$ cat config.mk
export PLATFORM = sky130hd
export DESIGN_NAME = ram16k_burst_ctrl
export DESIGN_NICKNAME = d
export VERILOG_FILES = /design/src/rtl/ram16k_burst_ctrl.sv
export SDC_FILE = /design/constraint.sdc
export NUM_CORES = 1
export LEC_CHECK = 0
export ABC_AREA = 1
export BUFFER_PORTS_ARGS = -buffer_cell sky130_fd_sc_hd__clkbuf_2
export CAP_MARGIN = 20
export CORE_MARGIN = 4
export CORE_UTILIZATION = 50
export CTS_BUF_LIST = sky130_fd_sc_hd__clkbuf_2
export DETAILED_ROUTE_END_ITERATION = 6
export PLACE_DENSITY_LB_ADDON = 0.1
export SETUP_SLACK_MARGIN = 0.1
export SLEW_MARGIN = 20
export SYNTH_ARGS = -nofsm -noshare
export SYNTH_HDL_FRONTEND = slang
export SYNTH_SLANG_ARGS = --single-unit
$ cat constraint.sdc
create_clock -name clk_i -period 2.3 [get_ports clk_i]
set_clock_uncertainty 0.1 [all_clocks]
set_input_delay 0.115 -clock clk_i [delete_from_list [all_inputs] [get_ports clk_i]]
set_output_delay 0.115 -clock clk_i [all_outputs]
set_load 0.005 [all_outputs]
$ cat src/rtl/ram16k_burst_ctrl.sv
// rtl/ram16k_burst_ctrl.sv - burst FILL/READ sequencer driving the RAM16K array pins
`timescale 1ns/1ps
module ram16k_burst_ctrl #(
  parameter int AW     = 14,
  parameter int DW     = 16,
  parameter int RD_LAT = 1
) (
  input  logic          clk_i,
  input  logic          rst_ni,
  input  logic          cmd_valid_i,
  output logic          cmd_ready_o,
  input  logic          cmd_op_i,
  input  logic [AW-1:0] cmd_addr_i,
  input  logic [AW-1:0] cmd_len_i,
  input  logic [DW-1:0] cmd_seed_i,
  input  logic [DW-1:0] cmd_step_i,
  output logic          ram_e_o,
  output logic          ram_w_o,
  output logic          ram_r_o,
  output logic [AW-1:0] ram_addr_o,
  output logic [DW-1:0] ram_din_o,
  input  logic [DW-1:0] ram_dout_i,
  output logic          rd_valid_o,
  output logic [DW-1:0] rd_data_o,
  output logic [AW-1:0] rd_addr_o,
  output logic [DW-1:0] csum_o,
  output logic          busy_o,
  output logic          done_o
);

  localparam logic [2:0] S_IDLE  = 3'd0;
  localparam logic [2:0] S_FILL  = 3'd1;
  localparam logic [2:0] S_READ  = 3'd2;
  localparam logic [2:0] S_DRAIN = 3'd3;
  localparam logic [2:0] S_DONE  = 3'd4;

  logic [2:0]    state_q, state_d;
  logic [AW-1:0] addr_q, addr_d;
  logic [DW-1:0] data_q, data_d;
  logic [DW-1:0] step_q, step_d;
  logic [AW-1:0] cnt_q, cnt_d;
  logic [DW-1:0] csum_q, csum_d;
  logic [RD_LAT-1:0] pv_q;
  logic [AW-1:0]     pa_q [RD_LAT];

  logic issue;
  assign issue = (state_q == S_READ);

  always_comb begin
    state_d = state_q;
    addr_d  = addr_q;
    data_d  = data_q;
    step_d  = step_q;
    cnt_d   = cnt_q;
    csum_d  = csum_q;
    if (pv_q[RD_LAT-1]) begin
      csum_d = csum_q + ram_dout_i;
    end
    case (state_q)
      S_IDLE: begin
        if (cmd_valid_i) begin
          addr_d = cmd_addr_i;
          data_d = cmd_seed_i;
          step_d = cmd_step_i;
          cnt_d  = cmd_len_i;
          if (cmd_len_i == '0) begin
            state_d = S_DONE;
          end else if (cmd_op_i) begin
            state_d = S_READ;
            csum_d  = '0;
          end else begin
            state_d = S_FILL;
          end
        end
      end
      S_FILL, S_READ: begin
        addr_d = addr_q + AW'(1);
        data_d = data_q + step_q;
        cnt_d  = cnt_q - AW'(1);
        if (cnt_q == AW'(1)) begin
          state_d = (state_q == S_FILL) ? S_DONE : S_DRAIN;
          // DRAIN counts down the remaining read-latency cycles
          if (state_q == S_READ) cnt_d = AW'(RD_LAT - 1);
        end
      end
      S_DRAIN: begin
        if (cnt_q == '0) state_d = S_DONE;
        else             cnt_d   = cnt_q - AW'(1);
      end
      S_DONE:  state_d = S_IDLE;
      default: state_d = S_IDLE;
    endcase
  end

  always_ff @(posedge clk_i) begin
    if (!rst_ni) begin
      state_q <= S_IDLE;
      addr_q  <= '0;
      data_q  <= '0;
      step_q  <= '0;
      cnt_q   <= '0;
      csum_q  <= '0;
      pv_q    <= '0;
      for (int i = 0; i < RD_LAT; i++) pa_q[i] <= '0;
    end else begin
      state_q <= state_d;
      addr_q  <= addr_d;
      data_q  <= data_d;
      step_q  <= step_d;
      cnt_q   <= cnt_d;
      csum_q  <= csum_d;
      pv_q[0] <= issue;
      pa_q[0] <= addr_q;
      for (int i = 1; i < RD_LAT; i++) begin
        pv_q[i] <= pv_q[i-1];
        pa_q[i] <= pa_q[i-1];
      end
    end
  end

  assign ram_w_o     = (state_q == S_FILL);
  assign ram_r_o     = issue;
  assign ram_e_o     = ram_w_o | ram_r_o;
  assign ram_addr_o  = ram_e_o ? addr_q : '0;
  assign ram_din_o   = ram_w_o ? data_q : '0;
  assign rd_valid_o  = pv_q[RD_LAT-1];
  assign rd_data_o   = rd_valid_o ? ram_dout_i : '0;
  assign rd_addr_o   = rd_valid_o ? pa_q[RD_LAT-1] : '0;
  assign csum_o      = csum_q;
  assign cmd_ready_o = (state_q == S_IDLE);
  assign busy_o      = (state_q != S_IDLE);
  assign done_o      = (state_q == S_DONE);

endmodule

==> results.yml <==
clocking:
  clock-root-buffer: "clkbuf_2"
  cts_buffers: 9
  cts.sinks: 94
  htree_levels: 3
  insertion_delay_ps: 590
  cts_tree: "done"
  clkTransAtPathRegs_ps: 270
  clockBufferDepth: 2
pwr:
  clkPwrFrac_pct: 9.8
  p_sw_share_pct: 49.1
  p_switching_w: 0.00436
  pwr-share-seq_pct: 30.7
  power.density_mw_per_mm2: 1030
  vdd_drop_max_mv: 0.592
  p_int_w: 0.00451
  p_leak_nw: 4.79
  combPwrFrac_pct: 59.4
global_route:
  grt_usage_pct: 24.7
  grt_pass1_vias: 6604
  antenna_found_initial: 1
  grt_overflow: 0
  grt_max_degree: 42
  grt_pass1_wl_um: 30100
sta:
  final.min_clock_period_ps: 2130
  rsz0062_at_grt: "yes"
  finalSetupTns_ps: 0
  max_freq_mhz: 470
  fin_crit_sh_pct: 92.4
  slew_headroom_pct: 67.8
  tightestPinTransition_ps: 483
  drv_slew: 0
  holdWs_ps: 73.2
  finalSetupViolations: 0
  setup_ws_ps: 174
  hold_viol: 0
logic_synthesis:
  synthMuxAreaShare_pct: 0
  ys_seq_area_share_pct: 28.7
  synth_xor_area_share_pct: 3.74
  synthCells: 1051
  synth.distinct_cells: 48
  synth_seq_cells: 94
  synth.avg_cell_area_um2: 6.23
  synth_fa_ha_area_share_pct: 7.10
  synth_warnings: 0
  synth_compound_area_share_pct: 13.3
  synth_top_family_by_area: "simple AND/OR/NAND/NOR gates"
  synth_nets: 1167
  syn-cell-area_mm2: 0.00655
  yosys.area_share.simple_pct: 34.5
floorplan:
  fp.dieArea_mm2: 0.0150
  pin_count: 163
  start_util_pct: 51.5
  die_y_um: 122
  rows: 41
  design.core.area_mm2: 0.0127
  die_w_um: 122
placement:
  gp_congestion: 0.869
  dp_hpwl_um: 13000
  place_ws_ps: 264
  io_buffers: 162
routing:
  ant_nets: 0
  viasPerCell: 4.90
  drt_wl_total_um: 18700
  avgRoutedWirePerCell_um: 12.7
  first_iter_violations: 507
  drc: 0
  dr_total_vias: 7236
  firstDrtPassIters: 5
flow_run:
  cap_violations: 0
final_layout:
  drive_gt1_share_pct: 17.7
  fillers: 1203
  area_delta_synth_final_pct: 32.0
  nets: 1414
  multi_input_area_mm2: 0.00387
  regArea_mm2: 0.00189
setup_path:
  cp_max_fo: 2
  worstPathRequired_ps: 2730
  cp-end-kind: "flop"
  cp-start-kind: "flop"
  crit_type: "flop to flop"
  arrival_ps: 2550
hold_path:
  hold_class: "input port to flop"
run_status:
  status: "complete, no violations"
## placed cells by master, fill, tap and decap left out, types with 9 or more instances in the layout
cell type,instances
nand2_1,251
clkbuf_2,171
inv_1,167
nor2_1,162
dlygate4sd3_1,97
dfxtp_1,90
o21ai_0,62
nand3_1,61
a21oi_1,57
ha_1,34
xor2_1,25
nor3_1,15
buf_4,9
## flip-flops by register name, summed over array words and instances (netlist names)
name and cells:
csum_o 16, data_q 16, step_q 16, addr_q 14, cnt_q 14, pa_q 14, state_q 3, rd_valid_o 1
## cell usage after synthesis, drive strengths merged
| cell | number | share of area [%] |
|---|---|---|
| a21o | 2 | 0.23 |
| nand2 | 258 | 15 |
| or2 | 3 | 0.29 |
| nor3b | 3 | 0.34 |
| dfxtp | 94 | 29 |
| inv | 174 | 10 |
| and2 | 2 | 0.19 |
| nor4 | 2 | 0.19 |
| fa | 2 | 0.61 |
| nor3 | 17 | 1.5 |
| a31oi | 7 | 0.67 |
| clkbuf | 17 | 0.97 |
| nand3 | 62 | 4.8 |
| ha | 34 | 6.5 |
| o22ai | 2 | 0.19 |
| a21oi | 57 | 4.4 |
| a211oi | 2 | 0.23 |
| buf | 17 | 1.5 |
| a22oi | 1 | 0.11 |
| o21bai | 2 | 0.23 |
| nor2 | 172 | 11 |
| xor2 | 25 | 3.3 |
| o21ai | 74 | 6.0 |
| a21boi | 1 | 0.11 |
| o211ai | 5 | 0.57 |
| o32ai | 1 | 0.13 |
| o2111ai | 1 | 0.13 |
| nand3b | 1 | 0.11 |
| nand4 | 8 | 0.99 |
| a41oi | 1 | 0.13 |
| o41ai | 1 | 0.25 |
| xnor2 | 3 | 0.40 |
## power by group through the flow
| stage | Sequential [W] | Combinational, W | Clock (W) |
|---|---|---|---|
| after floorplan | 0.00262 | 0.00377 | 0 |
| after global placement | 0.00273 | 0.00481 | 0 |
| after detailed placement | 0.00275 | 0.00484 | 0 |
| after CTS | 0.00271 | 0.00521 | 0.000907 |
| after global routing | 0.00281 | 0.00593 | 0.000957 |
| final | 0.00273 | 0.00527 | 0.000872 |
## cell families after synthesis
group           after synthesis
simple gates                528
fa+ha+maj                    36
buf+inv                     208
flops                        94
xor+xnor                     28
compound gates              157
## metrics by stage
| step | instances | instance area (um^2) | power [W] | utilization (%) |
|---|---|---|---|---|
| 6_report | 1477 | 8650 | 0.00887 | 68.0 |
| 5_1_grt | 1476 | 8650 | 0.00970 | 68.0 |
| 4_1_cts | 1474 | 8620 | 0.00883 | 67.8 |
| 3_5_place_dp | 1359 | 7490 | 0.00759 | 58.9 |
| 3_3_place_gp | 1359 | 7490 | 0.00754 | 58.9 |
| 2_1_floorplan | 1051 | 6550 | 0.00639 | - |
## what timing repair did
item / CTS / global route
resized for setup: 9 / 5
buffers inserted: 2 / 1
endpoints found under the hold margin: 94 / 0
setup endpoints to repair: 14 / 15
pin swaps: 1 / 0
hold buffers: 97 / 0
## routing by layer
| metal | GRT usage [%] | part of all wire [%] | up-vias |
|---|---|---|---|
| met5 | 0 | 0 | - |
| met4 | 9.52 | 2.4 | 0 |
| met3 | 3.41 | 5.6 | 43 |
| met2 | 40.8 | 46 | 220 |
| met1 | 32.6 | 46 | 3174 |
| li1 | - | - | 3799 |
## critical path, cell delays in order (launching register included)
cell and delay (ps):
dfxtp_1 410, ha_1 170, inv_1 50, fa_1 470, nor2_1 50, a211oi_1 180
a211oi_1 70, dlygate4sd3_1 570
## cell type report
type,instances,share of cell area (%)
well taps,172,2.49
repair buffers,270,21.8
flip-flops and latches,94,21.9
diodes,2,0.0579
inverters,174,7.64
clock inverters,7,0.839
multi-input cells,749,44.7
clock buffers,9,0.521
## worst paths after layout
kind	start	end	slack, ps	cells past startpoint
setup / recovery	step_q[0]	data_q[1]	170	7
setup reg to reg	step_q[0]	data_q[1]	170	7
hold reg to reg	addr_q[8]	pa_q[0][8]	380	2
hold / removal	ram_dout_i[2]	csum_o[2]	70	7
No activity file was read; power rests on OpenSTA's default activity.
